### config.mk
export PLATFORM = sky130hd
export DESIGN_NAME = conv_tap_scheduler
export DESIGN_NICKNAME = d
export VERILOG_FILES = /design/src/rtl/conv_tap_scheduler.sv
export SDC_FILE = /design/constraint.sdc
export NUM_CORES = 1
export LEC_CHECK = 0
export CAP_MARGIN = 20
export CORE_MARGIN = 3
export CORE_UTILIZATION = 53
export CTS_BUF_LIST = sky130_fd_sc_hd__clkbuf_2 sky130_fd_sc_hd__clkbuf_4 sky130_fd_sc_hd__clkbuf_8
export DETAILED_ROUTE_END_ITERATION = 6
export HOLD_SLACK_MARGIN = 0.03
export PLACE_DENSITY = 0.82
export SLEW_MARGIN = 20
export SYNTH_ARGS = -nofsm -noshare
export SYNTH_HDL_FRONTEND = slang
export SYNTH_SLANG_ARGS = --single-unit
### constraint.sdc
create_clock -name clk -period 5.39 [get_ports clk]
set_input_delay 1.3475 -clock clk [delete_from_list [all_inputs] [get_ports clk]]
set_output_delay 1.3475 -clock clk [all_outputs]
set_load 0.02 [all_outputs]
### src/rtl/conv_tap_scheduler.sv
// conv_tap_scheduler
//   Steps an output-channel-unrolled convolution engine through every kernel
//   tap of a KxK convolution on one output tile. For each tap it sets up the
//   input-row/column window, launches the engine for one cycle and waits for
//   the engine's completion edge. A one-cycle `done` pulse marks the end of
//   the sweep. Tap (0,0) always runs first so the engine clears its
//   accumulator on it.
//
// Optional feature macro: CONV_TAP_SCHED_TAP_MASK_EN
//   When defined, a 9-bit `tap_mask` input (bit = kh*3+kw) selects which taps
//   run. Disabled taps are skipped without a launch. Bit 0 is ignored, and so
//   are bits for taps outside the kernel.
//
// Ports
//   clk, rst            clock and synchronous active-high reset
//   start               sweep request, only accepted while idle
//   k_last              kernel side minus 1 (3 is rejected)
//   ic_last             last input-channel word index, passed to the engine
//   oh_last, ow_last    last output row/column within the tile
//   tap_mask            per-tap enable (only with the macro above)
//   uo_start            one-cycle engine launch
//   uo_kh, uo_kw        current tap
//   uo_ic_last          latched ic_last
//   uo_ih_low_*         engine input-row window (start/last)
//   uo_iw_low_*         engine input-column window (start/last)
//   uo_done             engine completion; only a rising edge counts
//   busy                high whenever not idle
//   done                one-cycle pulse when a sweep completes normally
//   err                 sticky; set by a rejected config or a watchdog
//                       timeout, cleared by the next accepted start

module conv_tap_scheduler #(
  parameter int IC_WIDTH        = 5,
  parameter int TILE_SIZE_WIDTH = 5,
  parameter int TIMEOUT_WIDTH   = 16
) (
  input  logic                       clk,
  input  logic                       rst,
  input  logic                       start,
  input  logic [1:0]                 k_last,
  input  logic [IC_WIDTH-1:0]        ic_last,
  input  logic [TILE_SIZE_WIDTH-1:0] oh_last,
  input  logic [TILE_SIZE_WIDTH-1:0] ow_last,
`ifdef CONV_TAP_SCHED_TAP_MASK_EN
  input  logic [8:0]                 tap_mask,
`endif
  output logic                       uo_start,
  output logic [1:0]                 uo_kh,
  output logic [1:0]                 uo_kw,
  output logic [IC_WIDTH-1:0]        uo_ic_last,
  output logic [TILE_SIZE_WIDTH-1:0] uo_ih_low_start,
  output logic [TILE_SIZE_WIDTH-1:0] uo_ih_low_last,
  output logic [TILE_SIZE_WIDTH-1:0] uo_iw_low_start,
  output logic [TILE_SIZE_WIDTH-1:0] uo_iw_low_last,
  input  logic                       uo_done,
  output logic                       busy,
  output logic                       done,
  output logic                       err
);

  localparam int TW = TILE_SIZE_WIDTH;

  // The counter value seen in the WAIT cycle whose increment reaches
  // all-ones; the timeout fires in that cycle.
  localparam logic [TIMEOUT_WIDTH-1:0] WD_TERM =
    {{(TIMEOUT_WIDTH-1){1'b1}}, 1'b0};

  typedef enum logic [2:0] {
    S_IDLE,
    S_LAUNCH,
    S_WAIT,
    S_NEXT,
    S_DONE
  } state_t;

  state_t state_reg, state_next;

  // Latched configuration
  logic [1:0]          k_last_reg;
  logic [IC_WIDTH-1:0] ic_last_reg;
  logic [TW-1:0]       oh_last_reg;
  logic [TW-1:0]       ow_last_reg;
`ifdef CONV_TAP_SCHED_TAP_MASK_EN
  logic [8:0]          tap_mask_reg;
`endif

  // Current tap and engine window
  logic [1:0]    kh_reg, kw_reg;
  logic [TW-1:0] ih_start_reg, ih_last_reg;
  logic [TW-1:0] iw_start_reg, iw_last_reg;

  // Completion edge detector, watchdog and error flag
  logic                     done_prev_reg;
  logic [TIMEOUT_WIDTH-1:0] wd_cnt_reg;
  logic                     err_reg;

  // FSM side-effect strobes
  logic accept_next;
  logic reject_next;
  logic timeout_next;
  logic advance_next;

  // ---------------------------------------------------------------------
  // Config legality: the widest window row/column is oh_last+k_last, which
  // must fit in the tile coordinate. One extra bit catches the overflow.
  // ---------------------------------------------------------------------
  logic [TW:0] oh_sum, ow_sum;
  logic        cfg_legal;

  assign oh_sum    = {1'b0, oh_last} + (TW+1)'(k_last);
  assign ow_sum    = {1'b0, ow_last} + (TW+1)'(k_last);
  assign cfg_legal = (k_last != 2'd3) && !oh_sum[TW] && !ow_sum[TW];

  // ---------------------------------------------------------------------
  // Tap enables, one per linear tap index kh*3+kw
  // ---------------------------------------------------------------------
  logic [8:0] tap_en;

  genvar gi;
  generate
    for (gi = 0; gi < 9; gi++) begin : g_tap
      localparam logic [1:0] TAP_KH = 2'(gi / 3);
      localparam logic [1:0] TAP_KW = 2'(gi % 3);
      logic in_range;
      assign in_range = (TAP_KH <= k_last_reg) && (TAP_KW <= k_last_reg);
`ifdef CONV_TAP_SCHED_TAP_MASK_EN
      assign tap_en[gi] = in_range && tap_mask_reg[gi];
`else
      assign tap_en[gi] = in_range;
`endif
    end
  endgenerate

  // ---------------------------------------------------------------------
  // Next enabled tap after the current one (lowest index above it)
  // ---------------------------------------------------------------------
  logic [3:0] cur_idx;
  logic [3:0] tap_next_idx;
  logic       tap_next_found;
  logic [1:0] tap_next_kh, tap_next_kw;

  assign cur_idx = (4'(kh_reg) << 1) + 4'(kh_reg) + 4'(kw_reg);

  always_comb begin
    tap_next_found = 1'b0;
    tap_next_idx   = 4'd0;
    // Descending scan so the lowest qualifying index is the one kept.
    for (int j = 8; j >= 0; j--) begin
      if ((4'(j) > cur_idx) && tap_en[j]) begin
        tap_next_found = 1'b1;
        tap_next_idx   = 4'(j);
      end
    end
  end

  always_comb begin
    tap_next_kh = 2'd0;
    tap_next_kw = 2'd0;
    case (tap_next_idx)
      4'd1:    begin tap_next_kh = 2'd0; tap_next_kw = 2'd1; end
      4'd2:    begin tap_next_kh = 2'd0; tap_next_kw = 2'd2; end
      4'd3:    begin tap_next_kh = 2'd1; tap_next_kw = 2'd0; end
      4'd4:    begin tap_next_kh = 2'd1; tap_next_kw = 2'd1; end
      4'd5:    begin tap_next_kh = 2'd1; tap_next_kw = 2'd2; end
      4'd6:    begin tap_next_kh = 2'd2; tap_next_kw = 2'd0; end
      4'd7:    begin tap_next_kh = 2'd2; tap_next_kw = 2'd1; end
      4'd8:    begin tap_next_kh = 2'd2; tap_next_kw = 2'd2; end
      default: begin tap_next_kh = 2'd0; tap_next_kw = 2'd0; end
    endcase
  end

  // ---------------------------------------------------------------------
  // FSM
  // ---------------------------------------------------------------------
  always_ff @(posedge clk) begin
    if (rst) begin
      state_reg <= S_IDLE;
    end else begin
      state_reg <= state_next;
    end
  end

  always_comb begin
    state_next   = state_reg;
    accept_next  = 1'b0;
    reject_next  = 1'b0;
    timeout_next = 1'b0;
    advance_next = 1'b0;
    uo_start     = 1'b0;
    busy         = 1'b1;
    done         = 1'b0;

    case (state_reg)
      S_IDLE: begin
        busy = 1'b0;
        if (start) begin
          if (cfg_legal) begin
            accept_next = 1'b1;
            state_next  = S_LAUNCH;
          end else begin
            reject_next = 1'b1;
          end
        end
      end

      S_LAUNCH: begin
        uo_start   = 1'b1;
        state_next = S_WAIT;
      end

      S_WAIT: begin
        // Completion is checked first so it wins over a simultaneous
        // watchdog terminal count.
        if (uo_done && !done_prev_reg) begin
          state_next = S_NEXT;
        end else if (wd_cnt_reg == WD_TERM) begin
          timeout_next = 1'b1;
          state_next   = S_IDLE;
        end
      end

      S_NEXT: begin
        if (tap_next_found) begin
          advance_next = 1'b1;
          state_next   = S_LAUNCH;
        end else begin
          state_next = S_DONE;
        end
      end

      S_DONE: begin
        done       = 1'b1;
        state_next = S_IDLE;
      end

      default: begin
        state_next = S_IDLE;
      end
    endcase
  end

  // ---------------------------------------------------------------------
  // Configuration, tap/window registers, edge detector, watchdog, error
  // ---------------------------------------------------------------------
  always_ff @(posedge clk) begin
    if (rst) begin
      k_last_reg    <= 2'd0;
      ic_last_reg   <= '0;
      oh_last_reg   <= '0;
      ow_last_reg   <= '0;
`ifdef CONV_TAP_SCHED_TAP_MASK_EN
      tap_mask_reg  <= 9'd1;
`endif
      kh_reg        <= 2'd0;
      kw_reg        <= 2'd0;
      ih_start_reg  <= '0;
      ih_last_reg   <= '0;
      iw_start_reg  <= '0;
      iw_last_reg   <= '0;
      done_prev_reg <= 1'b0;
      wd_cnt_reg    <= '0;
      err_reg       <= 1'b0;
    end else begin
      if (accept_next) begin
        k_last_reg   <= k_last;
        ic_last_reg  <= ic_last;
        oh_last_reg  <= oh_last;
        ow_last_reg  <= ow_last;
`ifdef CONV_TAP_SCHED_TAP_MASK_EN
        // Tap (0,0) is forced on: it carries the accumulator clear.
        tap_mask_reg <= tap_mask | 9'd1;
`endif
        kh_reg       <= 2'd0;
        kw_reg       <= 2'd0;
        ih_start_reg <= '0;
        ih_last_reg  <= oh_last;
        iw_start_reg <= '0;
        iw_last_reg  <= ow_last;
        err_reg      <= 1'b0;
      end

      if (reject_next || timeout_next) begin
        err_reg <= 1'b1;
      end

      // The window moves in NEXT so it is already valid in LAUNCH and stays
      // put until the following LAUNCH.
      if (advance_next) begin
        kh_reg       <= tap_next_kh;
        kw_reg       <= tap_next_kw;
        ih_start_reg <= TW'(tap_next_kh);
        ih_last_reg  <= TW'(tap_next_kh) + oh_last_reg;
        iw_start_reg <= TW'(tap_next_kw);
        iw_last_reg  <= TW'(tap_next_kw) + ow_last_reg;
      end

      // Preloading 1 in LAUNCH hides a completion level still high from the
      // previous tap; the engine must drop and re-raise uo_done.
      if (state_reg == S_LAUNCH) begin
        done_prev_reg <= 1'b1;
        wd_cnt_reg    <= '0;
      end else if (state_reg == S_WAIT) begin
        done_prev_reg <= uo_done;
        wd_cnt_reg    <= wd_cnt_reg + 1'b1;
      end
    end
  end

  assign uo_kh           = kh_reg;
  assign uo_kw           = kw_reg;
  assign uo_ic_last      = ic_last_reg;
  assign uo_ih_low_start = ih_start_reg;
  assign uo_ih_low_last  = ih_last_reg;
  assign uo_iw_low_start = iw_start_reg;
  assign uo_iw_low_last  = iw_last_reg;
  assign err             = err_reg;

endmodule

; ---- Word-level counts from Yosys, hierarchy flattened
; Memories as Yosys holds them, arrays and structs flattened.
; Index checks and enable logic that the tools add are counted.
[totals]
n_memories = 1
word_cells = 120
register_bits = 56
out_inout_bits = 33
rom_bits = 64
in_bits = 21
[mem_list]
columns = name, words, width, read_ports, rd_clocked_by_memory_dff, wr, line
row1 = (no name shown), 16, 4, 1, 0, 0, 159  ; case (tap_next_idx)
[classes]
add_sub_neg = 7
muxes = 52
order_cmp = 12
n_reduce_logical = 25
eq_ne = 9
[op_table]
columns = op, count
row1 = $mux 4, 9
row2 = $mux 1, 27
row3 = $mux 5, 4
row4 = $add 16x1->16 const B, 1
row5 = $eq 16x16->1 const B, 1
row6 = $gt 3x4->1 const A, 4
row7 = $logic_and 1x1->1, 15
row8 = $mux 3, 5
row9 = $add 5x2->6, 2
row10 = $mux 2, 6
row11 = $pmux 3 s4, 1
row12 = $add 2x5->5, 2
row13 = $gt 1x4->1 const A, 2
row14 = $gt 2x4->1 const A, 2
row15 = $eq 3x2->1 const B, 2
row16 = $ne 2x2->1 const B, 3
row17 = $reduce_bool 2->1, 3
row18 = $add 3x2->4, 1
row19 = $add 4x2->4, 1
row20 = $gt 4x4->1 const A, 1
row21 = $le 1x2->1 const A, 2
row22 = $eq 3x1->1 const B, 1
row23 = $eq 3x3->1 const B, 1
row24 = $logic_not 1->1, 3
row25 = 6 further kinds, 6

; ---- Depth between registers and ports, before layout
; Gate-level depths: netlist (run 1).
[logic_depth]
ltp_word = 16
ltp_mapped = 20
mapped_depth_nobuf = 20

; ---- Worst setup path after synthesis (run 1)
; Ideal clock, no wire load.
[synth_timing]
path_type = register to register
startpoint = reg, netlist name uo_ih_low_start[0]
endpoint = reg iw_last_reg[2] (netlist: uo_iw_low_last[2])
stages_incl_launch_ff = 18
setup_time_ps = 115
t_arrival_ps = 4052
n_path_buf = 0
slack_ps = 1223
synth_period_minus_slack_ps = 4167
cell_sequence = dfxtp_1 > inv_1 > fa_1 > inv_1 > ha_1 > inv_1 > fa_1 > nand2_1 > a21boi_0 > and2_1 > inv_1 > ha_1 > and2_1 > a221oi_1 > nor2_1 > fa_1 > xnor2_1 > a2111oi_0
[synth_rtl]
columns = item, line
row1 = to (signal assigned), 278  ; iw_last_reg <= ow_last;
row2 = to (signal assigned), 294  ; iw_last_reg <= TW'(tap_next_kw) + ow_last_reg;
row3 = to (decl), 90  ; logic [TW-1:0] iw_start_reg, iw_last_reg;

==> results, run 1 <==
- The startpoint identified for the worst hold timing path is uo_ic_last[4].
- The quantity of I/O buffers inserted on ports is 47.
- The placed instance area is roughly 3200 µm².
- In the post-synthesis netlist, the biggest area contributors are dfxtp_1, nand2_1, ha_1, a21oi_1, xor2_1.
- The maximum net fanout on the critical path is 6.
- The first detailed-routing pass took 4 iterations.
- The final global-route overflow total is 0.
- The area taken by multi-input logic gates is between 1500 and 2000 µm².
- The post-cts gate resize count is 0.
- In the layout the commonest cells are nand2_1, dfxtp_1, clkdlybuf4s50_1, a21oi_1, nor2_1.
- The initial antenna violation count came to 0.
- The final count of hold timing violations is 0.
- The tightest min-delay check is of the flop to flop type.
- For this design, the slowest cell found on the critical path is fa_1.
- In the routed design, unresolved DRC markers number 0.
- For this run, the number of standard cells in the final layout without fillers is ~430.
- The total number of vias is between 2000 and 2500.
- The startpoint identified for the worst register-to-register timing path is uo_ih_low_start[0].
- The finished cells cover around 3300 µm².
- Among all flip-flop cells after synthesis, the most frequent one is dfxtp_1.
- The maximum achievable frequency is 221 MHz.
- The number of rows created at floorplan is 25.
- The wire length after detailed routing is a little over 6000 µm.
- After the first detailed-routing iteration, the DRC count stood at 150.
- The worst register-to-register path has a depth of 17.
- Counting flops with a built-in enable in the synthesized netlist gives 0.
- The worst-case IR drop observed on VDD is 0.213 mV.
- The critical path contains buffers and inverters numbering 4 combined.
- The TritonCTS clock tree is done.
- The run finished with clean final reports.
- The ratio of routed vias to standard cells is between 5 and 6.
- The number of library cell types mapped by synthesis is around 50.
- In this run the register-to-register setup slack is 870 ps.
- The final-layout setup total negative slack is 0 ps.
- In this run the standard cell core region covers between 4000 and 5000 µm².
- The average size of a mapped cell is 8.31 µm².
- The library cell used most frequently in the layout, excluding fill and tap cells, is nand2_1.
- In the final layout, the share of cells above drive strength 1 is 3.84%.
- The weighted congestion reported at the end of routability-driven placement is roughly 0.94.
- The type of element capturing the critical path is a flop.
- In this run the critical register-to-register path is captured at uo_iw_low_last[2].
- After detailed placement, the design holds a cell count of approximately 420.
- At the pin with the least slew margin, the transition time is ~960 ps.
- The number of global-route vias before repair came to ~2300.
- The buffer cell driving the clock tree root is clkbuf_8.
- The summed instance area of the synthesized netlist is roughly 2700 µm².
- The number of warning messages in the yosys log is 0.
- The arrival time of data at the critical path endpoint is approximately 4700 ps.
- The register area share after synthesis is a little under two fifths.
- The post-layout net count is around 400.
- The number of clock sinks is 52.
- The top cell type by area accounts for around two fifths of the synthesized area.
- The final HPWL from detailed placement is ~4500 µm.
- The leakage power total is ~0.0012 µW.
- The die boundary height is just under 80 µm.
- Across the run, the number of max-cap violations was 0.
- The floorplan step defined a die boundary enclosing between 6000 and 7000 µm².
- Grouping stages by cell kind, the critical path spends the most delay in adder cells.
- During I/O placement, the number of pins put on the boundary was 54.
- OpenSTA, run right after detailed placement, puts the worst setup slack at slightly below 1000 ps.
- The count of fill cells added during filler insertion is just over 400.
- The async set-reset flop share out of synthesis is 0%.
- The worst setup skew after layout is just over 7 ps.
- The path with the worst hold slack has its endpoint at uo_ic_last[4].
- The clock transition at the registers of the reported paths is ~90 ps.
- The required time of the worst setup path is 5560 ps.
- The first global-routing pass estimated between 10000 and 15000 µm of wire.
- The chip width is between 70 and 80 µm.
- Measured against its own limit, the worst slew margin works out to a little over a third.
- Setup repair after global routing left no endpoint under its margin.
- The classification of the worst setup path is flop to flop.
- On the worst path, the slowest cell contributes a delay of ~580 ps.
- The final antenna diode count is 0.
- The critical path startpoint category is a flop.
- The maximum clock insertion buffer count is 2.
- The cell type with the highest aggregate area in the netlist is dfxtp_1.
- The synthesis-to-layout area growth is 19.6%.
- The setup slack after layout is between 800 and 900 ps.
- The shortest period the worst path allows is roughly 4500 ps.
- In this run the remaining antenna-violating nets after routing total 0.
- The sequential cells in the finished layout cover a total of around 1000 µm².
- The period utilization is between 80% and 90%.
- The number of H-tree levels is 2.
- Setup violations remaining at the end of the flow were counted as 0.
- Dividing total power by cell area gives a power density of between 200 and 300 nW/µm².
- The final max-slew violation count is 0.
- The clock insertion delay at the later pin of the skew report is 300 ps.
- The most frequent cell on the critical path is inv_1.
- Counting flops and latches in the post-synthesis netlist gives 52.
- Cells fill between 60 and 70% of the core in the end.
- The effective utilization at floorplan is 56.4%.
- The largest net degree at the start of global routing is 23.
- In the global route stage, overall resource usage came out at between 20 and 25%.
- The signal on the critical path passes through inv_1 -> fa_1 -> inv_1 -> ha_1 -> inv_1 -> fa_1 -> nand2_1 -> a21boi_0 -> and2_1 -> inv_1 -> ha_1 -> and2_1 -> a221oi_1 -> nor2_1 -> fa_1 -> xnor2_1 -> a2111oi_0.
- The number of cells traversed by the worst hold path is 2.
- Once the clock tree was built, the setup fixing pass inserted 0 buffers.
- The synthesized netlist cell count is between 300 and 400.
- After detailed routing, the average wire length per cell comes to 14.3 µm.
- The number of clock buffers added by TritonCTS is 5.
- The register with the most flip-flops in the layout has 16 of them.
- After clock tree synthesis, the flow added hold-fix buffers numbering 0.
## synth_stat cells, types with 2 or more instances
library cell	instances
buf_2	5
and3_1	3
nor3_1	8
nor2_1	24
clkbuf_1	10
and2_1	4
a21oi_1	25
dfxtp_1	52
inv_1	12
mux2i_1	2
o21ai_0	3
nand2_1	55
ha_1	14
fa_1	4
nor3b_1	3
buf_4	10
a21boi_0	3
a211oi_1	3
nand4_1	8
o41ai_1	2
nor2b_1	4
nand3_1	20
xor2_1	12
a21o_1	2
a31oi_1	7
and4_1	2
xnor2_1	9
a311oi_1	2
## metal layers
metal	vias to the layer above	wire length [µm]	GRT usage, %
li1	1185	-	-
met1	1106	2900	27.9
met2	73	2820	33.8
met3	8	391	6.26
met4	0	79	7.83
met5	-	0	0
## how the worst max path moves through the flow
stage,from,end,slack [ps],cells past startpoint
5_1_grt,uo_ih_low_start[0],uo_iw_low_last[2],560,17
4_1_cts,uo_ih_low_start[0],uo_iw_low_last[2],980,17
6_report,uo_ih_low_start[0],uo_iw_low_last[2],870,17
3_5_place_dp,uo_ih_low_start[0],uo_iw_low_last[2],970,17
2_1_floorplan,uo_ih_low_start[0],uo_iw_low_last[2],1220,17
3_3_place_gp,uo_ih_low_start[0],uo_iw_low_last[2],1190,17
## tightest hold or removal path: stages (launching register included)
cell	delay (ps)
dfxtp_1	320
nand2_1	50
a21oi_1	50
## cells by family after synthesis
logic type	Yosys count	synth area share, %
AND/OR/NAND/NOR	141	24.7
XOR/XNOR	21	6.73
buffers and inverters	38	7.10
AO/OA/AOI/OAI	56	13.1
other	1	0.137
flip-flops	52	38.1
adder cells (fa/ha/maj)	18	9.34
multiplexers	2	0.733
## area by class of cell
type	count	share of cell area, %
Clock buffer	7	2.76
Clock inverter	1	0.230
Inverter	12	1.38
Multi-Input combinational cell	244	46.4
Sequential cell	52	31.8
Tap cell	67	2.56
Timing Repair Buffer	49	14.8
## metrics by stage
stage | hold WS [ps] | power, µW
6_report | 459 | 854
5_1_grt | 494 | 902
4_1_cts | 460 | 860
3_5_place_dp | 450 | 626
3_3_place_gp | 441 | 621
2_1_floorplan | 436 | 558
## power breakdown
group / switching [µW] / total (µW) / internal (µW)
combinational: 108 / 186 / 78.7
sequential: 21.1 / 432 / 411
clock: 126 / 236 / 110
total: 255 / 854 / 599
(Power assumes the default switching activity.)
==> run 2, diff against run 1 <==
==> constraint.sdc (replaced) <==
create_clock -name clk -period 4.5 [get_ports clk]
set_input_delay 1.125 -clock clk [delete_from_list [all_inputs] [get_ports clk]]
set_output_delay 1.125 -clock clk [all_outputs]
set_load 0.02 [all_outputs]
==> run 2 against run 1 <==
  * Worst hold slack barely moved
  * Clock power rose by 20%
  * Global-route usage fell by 0.59 points
  * Critical endpoint unchanged
  * Worst setup slack got worse by 530 ps
  * Combinational power rose by 19%
  * Clock-buffer cell count did not move
  * Clock skew rose by 3.3 ps
  * Register-to-register slack got worse by 530 ps
  * Sequential power rose by 20%
  * Highest routed layer unchanged
  * Critical path type unchanged
==> results, run 2 (synthesis gave the netlist of run 1 again) <==
- The run finished with clean final reports.
- The number of rows created at floorplan is 25 (unchanged).
- The share of the core filled with cells in the final layout is 68.0% (+0.54 points).
- The period utilization is 92.5% (+8.6 points).
- The leakage power total came to 0.00124 µW (+0.76%).
- The switching share of power came to 29.7% (-0.11 points).
- The total number of vias is 2359 (-0.55%).
- The post-route DRC violation count is 0 (unchanged).
- The number of DRC violations after detailed-routing iteration 0 is 116 (-23%).
- The final setup violation count is 0 (unchanged).
- The setup slack after layout is 338 ps (-532 ps).
- Setup repair after global routing left no endpoint under its margin.
- The number of flip-flops in the largest register came to 16 (unchanged).
- The final count of hold timing violations is 0 (unchanged).
- The classification of the worst setup path is flop to flop.
- The post-layout net count is 404 (+0.25%).
- The detailed-router iteration count before antenna repair came to 4 (unchanged).
- The worst IR drop on VDD was 0.204 mV (-4.5%).
- The wire length after detailed routing is 6060 µm (-2.1%).
- The worst setup skew after layout is 10.4 ps (+3.34 ps).
- The maximum achievable frequency was 240 MHz (+8.6%).
- The chip width is 77.8 µm (unchanged).
- The internal power contribution is 719 µW (+20%).
- The initial antenna violation count is 0 (unchanged).
- The core box area is 4850 µm² (unchanged).
- The die boundary height was 77.8 µm (unchanged).
- The type of element capturing the critical path is a flop.
- The non-filler instance count after layout is 433 (+0.23%).
- The remaining number of nets flagged by the antenna check after routing was 0 (unchanged).
- The end of the worst hold path is uo_ic_last[0].
- The final global-route overflow total was 0 (unchanged).
- The required time of the worst setup path is 4680 ps (-880 ps).
- The number of global-route vias before repair is 2301 (-0.48%).
- The total clock buffers created by CTS was 5 (unchanged).
- The worst relative slew slack came to 49.0% (+14 points).
- The top-level I/O count is 54 (unchanged).
- The capture instance of the worst register-to-register path is uo_iw_low_last[2].
- The effective utilization at floorplan came to 56.4% (unchanged).
- The max-capacitance violation count is 0 (unchanged).
- The worst register-to-register path begins at uo_ih_low_start[1].
- The shortest period the worst path allows is 4160 ps (-358 ps).
- The ratio of routed vias to standard cells is 5.45 (-0.78%).
- The quantity of I/O buffers inserted on ports is 47 (unchanged).
- The overall track demand over capacity in global routing is 20.9% (-0.59 points).
- The final max-slew violation count is 0 (unchanged).
- The final-layout setup total negative slack is 0 ps (unchanged).
- The final HPWL from detailed placement was 4530 µm (+0.50%).
- The maximum net fanout on the critical path is 6 (unchanged).
- The area taken by multi-input logic gates is 1540 µm² (+1.2%).
- The post-detailed-route wirelength per cell is 14.0 µm (-2.3%).
- The total instance count after detailed placement came to 425 (+0.24%).
- STA classifies the critical path startpoint as a flop.
- The logic depth of the worst register-to-register path came to 15 (-2).
- The largest net degree at the start of global routing is 21 (-8.7%).
- In the layout the commonest cells are nand2_1, dfxtp_1, clkdlybuf4s50_1, a21oi_1, nor2_1.
- The net switching power figure came to 304 µW (+19%).
- The worst hold slack after final layout was 459 ps (-0.198 ps).
- In this run the clock root is driven by a clkbuf_8.
- The maximum clock insertion buffer count came to 2 (unchanged).
- The flip-flop and latch area was 1040 µm² (unchanged).
- The area growth from synthesis to layout is 20.6%.
- The arrival time of data at the critical path endpoint came to 4340 ps (-350 ps).
- The weighted congestion reported at the end of routability-driven placement is 0.889 (-5.5%).
- The worst slack after detailed placement is 131 ps (-841 ps).
- The number of clock sinks is 52 (unchanged).
- The clock network power share is 27.7% (about the same).
- The flop-to-flop setup slack is 340 ps (-530 ps).
- The clock insertion delay at the later pin of the skew report is 300 ps (about the same).
- The share of total power in combinational logic is 21.7% (about the same).
- The clock transition at the registers of the reported paths came to 100 ps (about the same).
- The share of cells above drive strength 1 came to 5.19% (+1.4 points).
- The global-route wire length before repair was 10200 µm (-1.8%).
- TritonCTS built the clock tree.
- The transition time at the pin with the least slew margin is 763 ps (-202 ps).
- The die area is 6050 µm² (unchanged).
- The count of fill cells added during filler insertion is 380 (-7.8%).
- The most common cell after layout, fill and taps aside is nand2_1.
- The min-delay analysis places its worst path in the category flop to flop.
- The final antenna diode count was 0 (unchanged).
- The number of H-tree levels is 2 (unchanged).
- The relative contribution of sequential cells to total power came to 50.6% (about the same).
- The startpoint identified for the worst hold timing path is uo_ic_last[0].
- The number of cells traversed by the worst hold path is 2 (unchanged).
- The total power per unit cell area is 310 nW/µm² (+19%).
run 2: changes by cell type in the layout (fill, tap and decap cells not counted):
cell      previous run  this run
fa_1                 4         3
buf_4                2         3
a21boi_2             0         1
nor4_1               1         0
nor4_2               0         1
a221oi_1             1         0
a221oi_2             0         1
fa_2                 0         1
a21boi_0             3         2
run 2: how the worst max path moves through the flow:
| stage | startpoint | end | slack (ps) |
|---|---|---|---|
| finish | uo_ih_low_start[1] | uo_iw_low_last[2] | 340 |
| global route | uo_ih_low_start[1] | uo_iw_low_last[3] | 10 |
| CTS | uo_ih_low_start[1] | uo_iw_low_last[3] | 130 |
| detailed placement | uo_ih_low_start[1] | uo_iw_low_last[3] | 130 |
| global placement | uo_ih_low_start[0] | uo_iw_low_last[2] | 290 |
| floorplan | uo_ih_low_start[0] | uo_iw_low_last[2] | 330 |
run 2: worst max-delay path: stages (launching register included):
cell and delay [ps]:
dfxtp_1 380, inv_1 100, fa_1 460, inv_1 70
ha_1 130, inv_1 50, fa_2 580, and3b_1 190
o32ai_1 400, nand2_1 220, mux2i_1 260, nor2_1 80
ha_1 230, fa_1 410, xnor2_1 140, a2111oi_0 360
run 2: timing repair:
| action | CTS | global route |
|---|---|---|
| hold endpoints to repair | 0 | 0 |
| gates resized for setup | 0 | 5 |
| endpoints found under the setup margin | 0 | 3 |
| buffers inserted | 0 | 0 |
| hold buffers | 0 | 0 |
run 2: final cells by class:
type / count / share of cell area [%]
flip-flops and latches: 52 / 31.6
clock buffers: 7 / 2.73
well taps: 67 / 2.54
repair buffers: 50 / 15.0
inverters: 12 / 1.37
multi-input cells: 244 / 46.6
clock inverters: 1 / 0.228
run 2: layer usage:
layer,vias up,global-route usage [%],part of all wire (%)
met5,-,0,0
met4,0,7.30,1.6
met3,10,4.52,5.7
met2,67,34.2,46
met1,1097,27.0,46
li1,1185,-,-
run 2: power groups by stage:
stage	registers (µW)	clock network [µW]	logic (µW)
after floorplan	542	0	127
after global placement	528	0	217
after detailed placement	528	0	221
after CTS	518	283	222
after global routing	523	300	247
final	518	283	222
run 2: metrics by stage:
stage	area, µm²	power, µW
after floorplan	2750	668
after global placement	3180	745
after detailed placement	3180	749
after CTS	3280	1020
after global routing	3300	1070
final	3300	1020
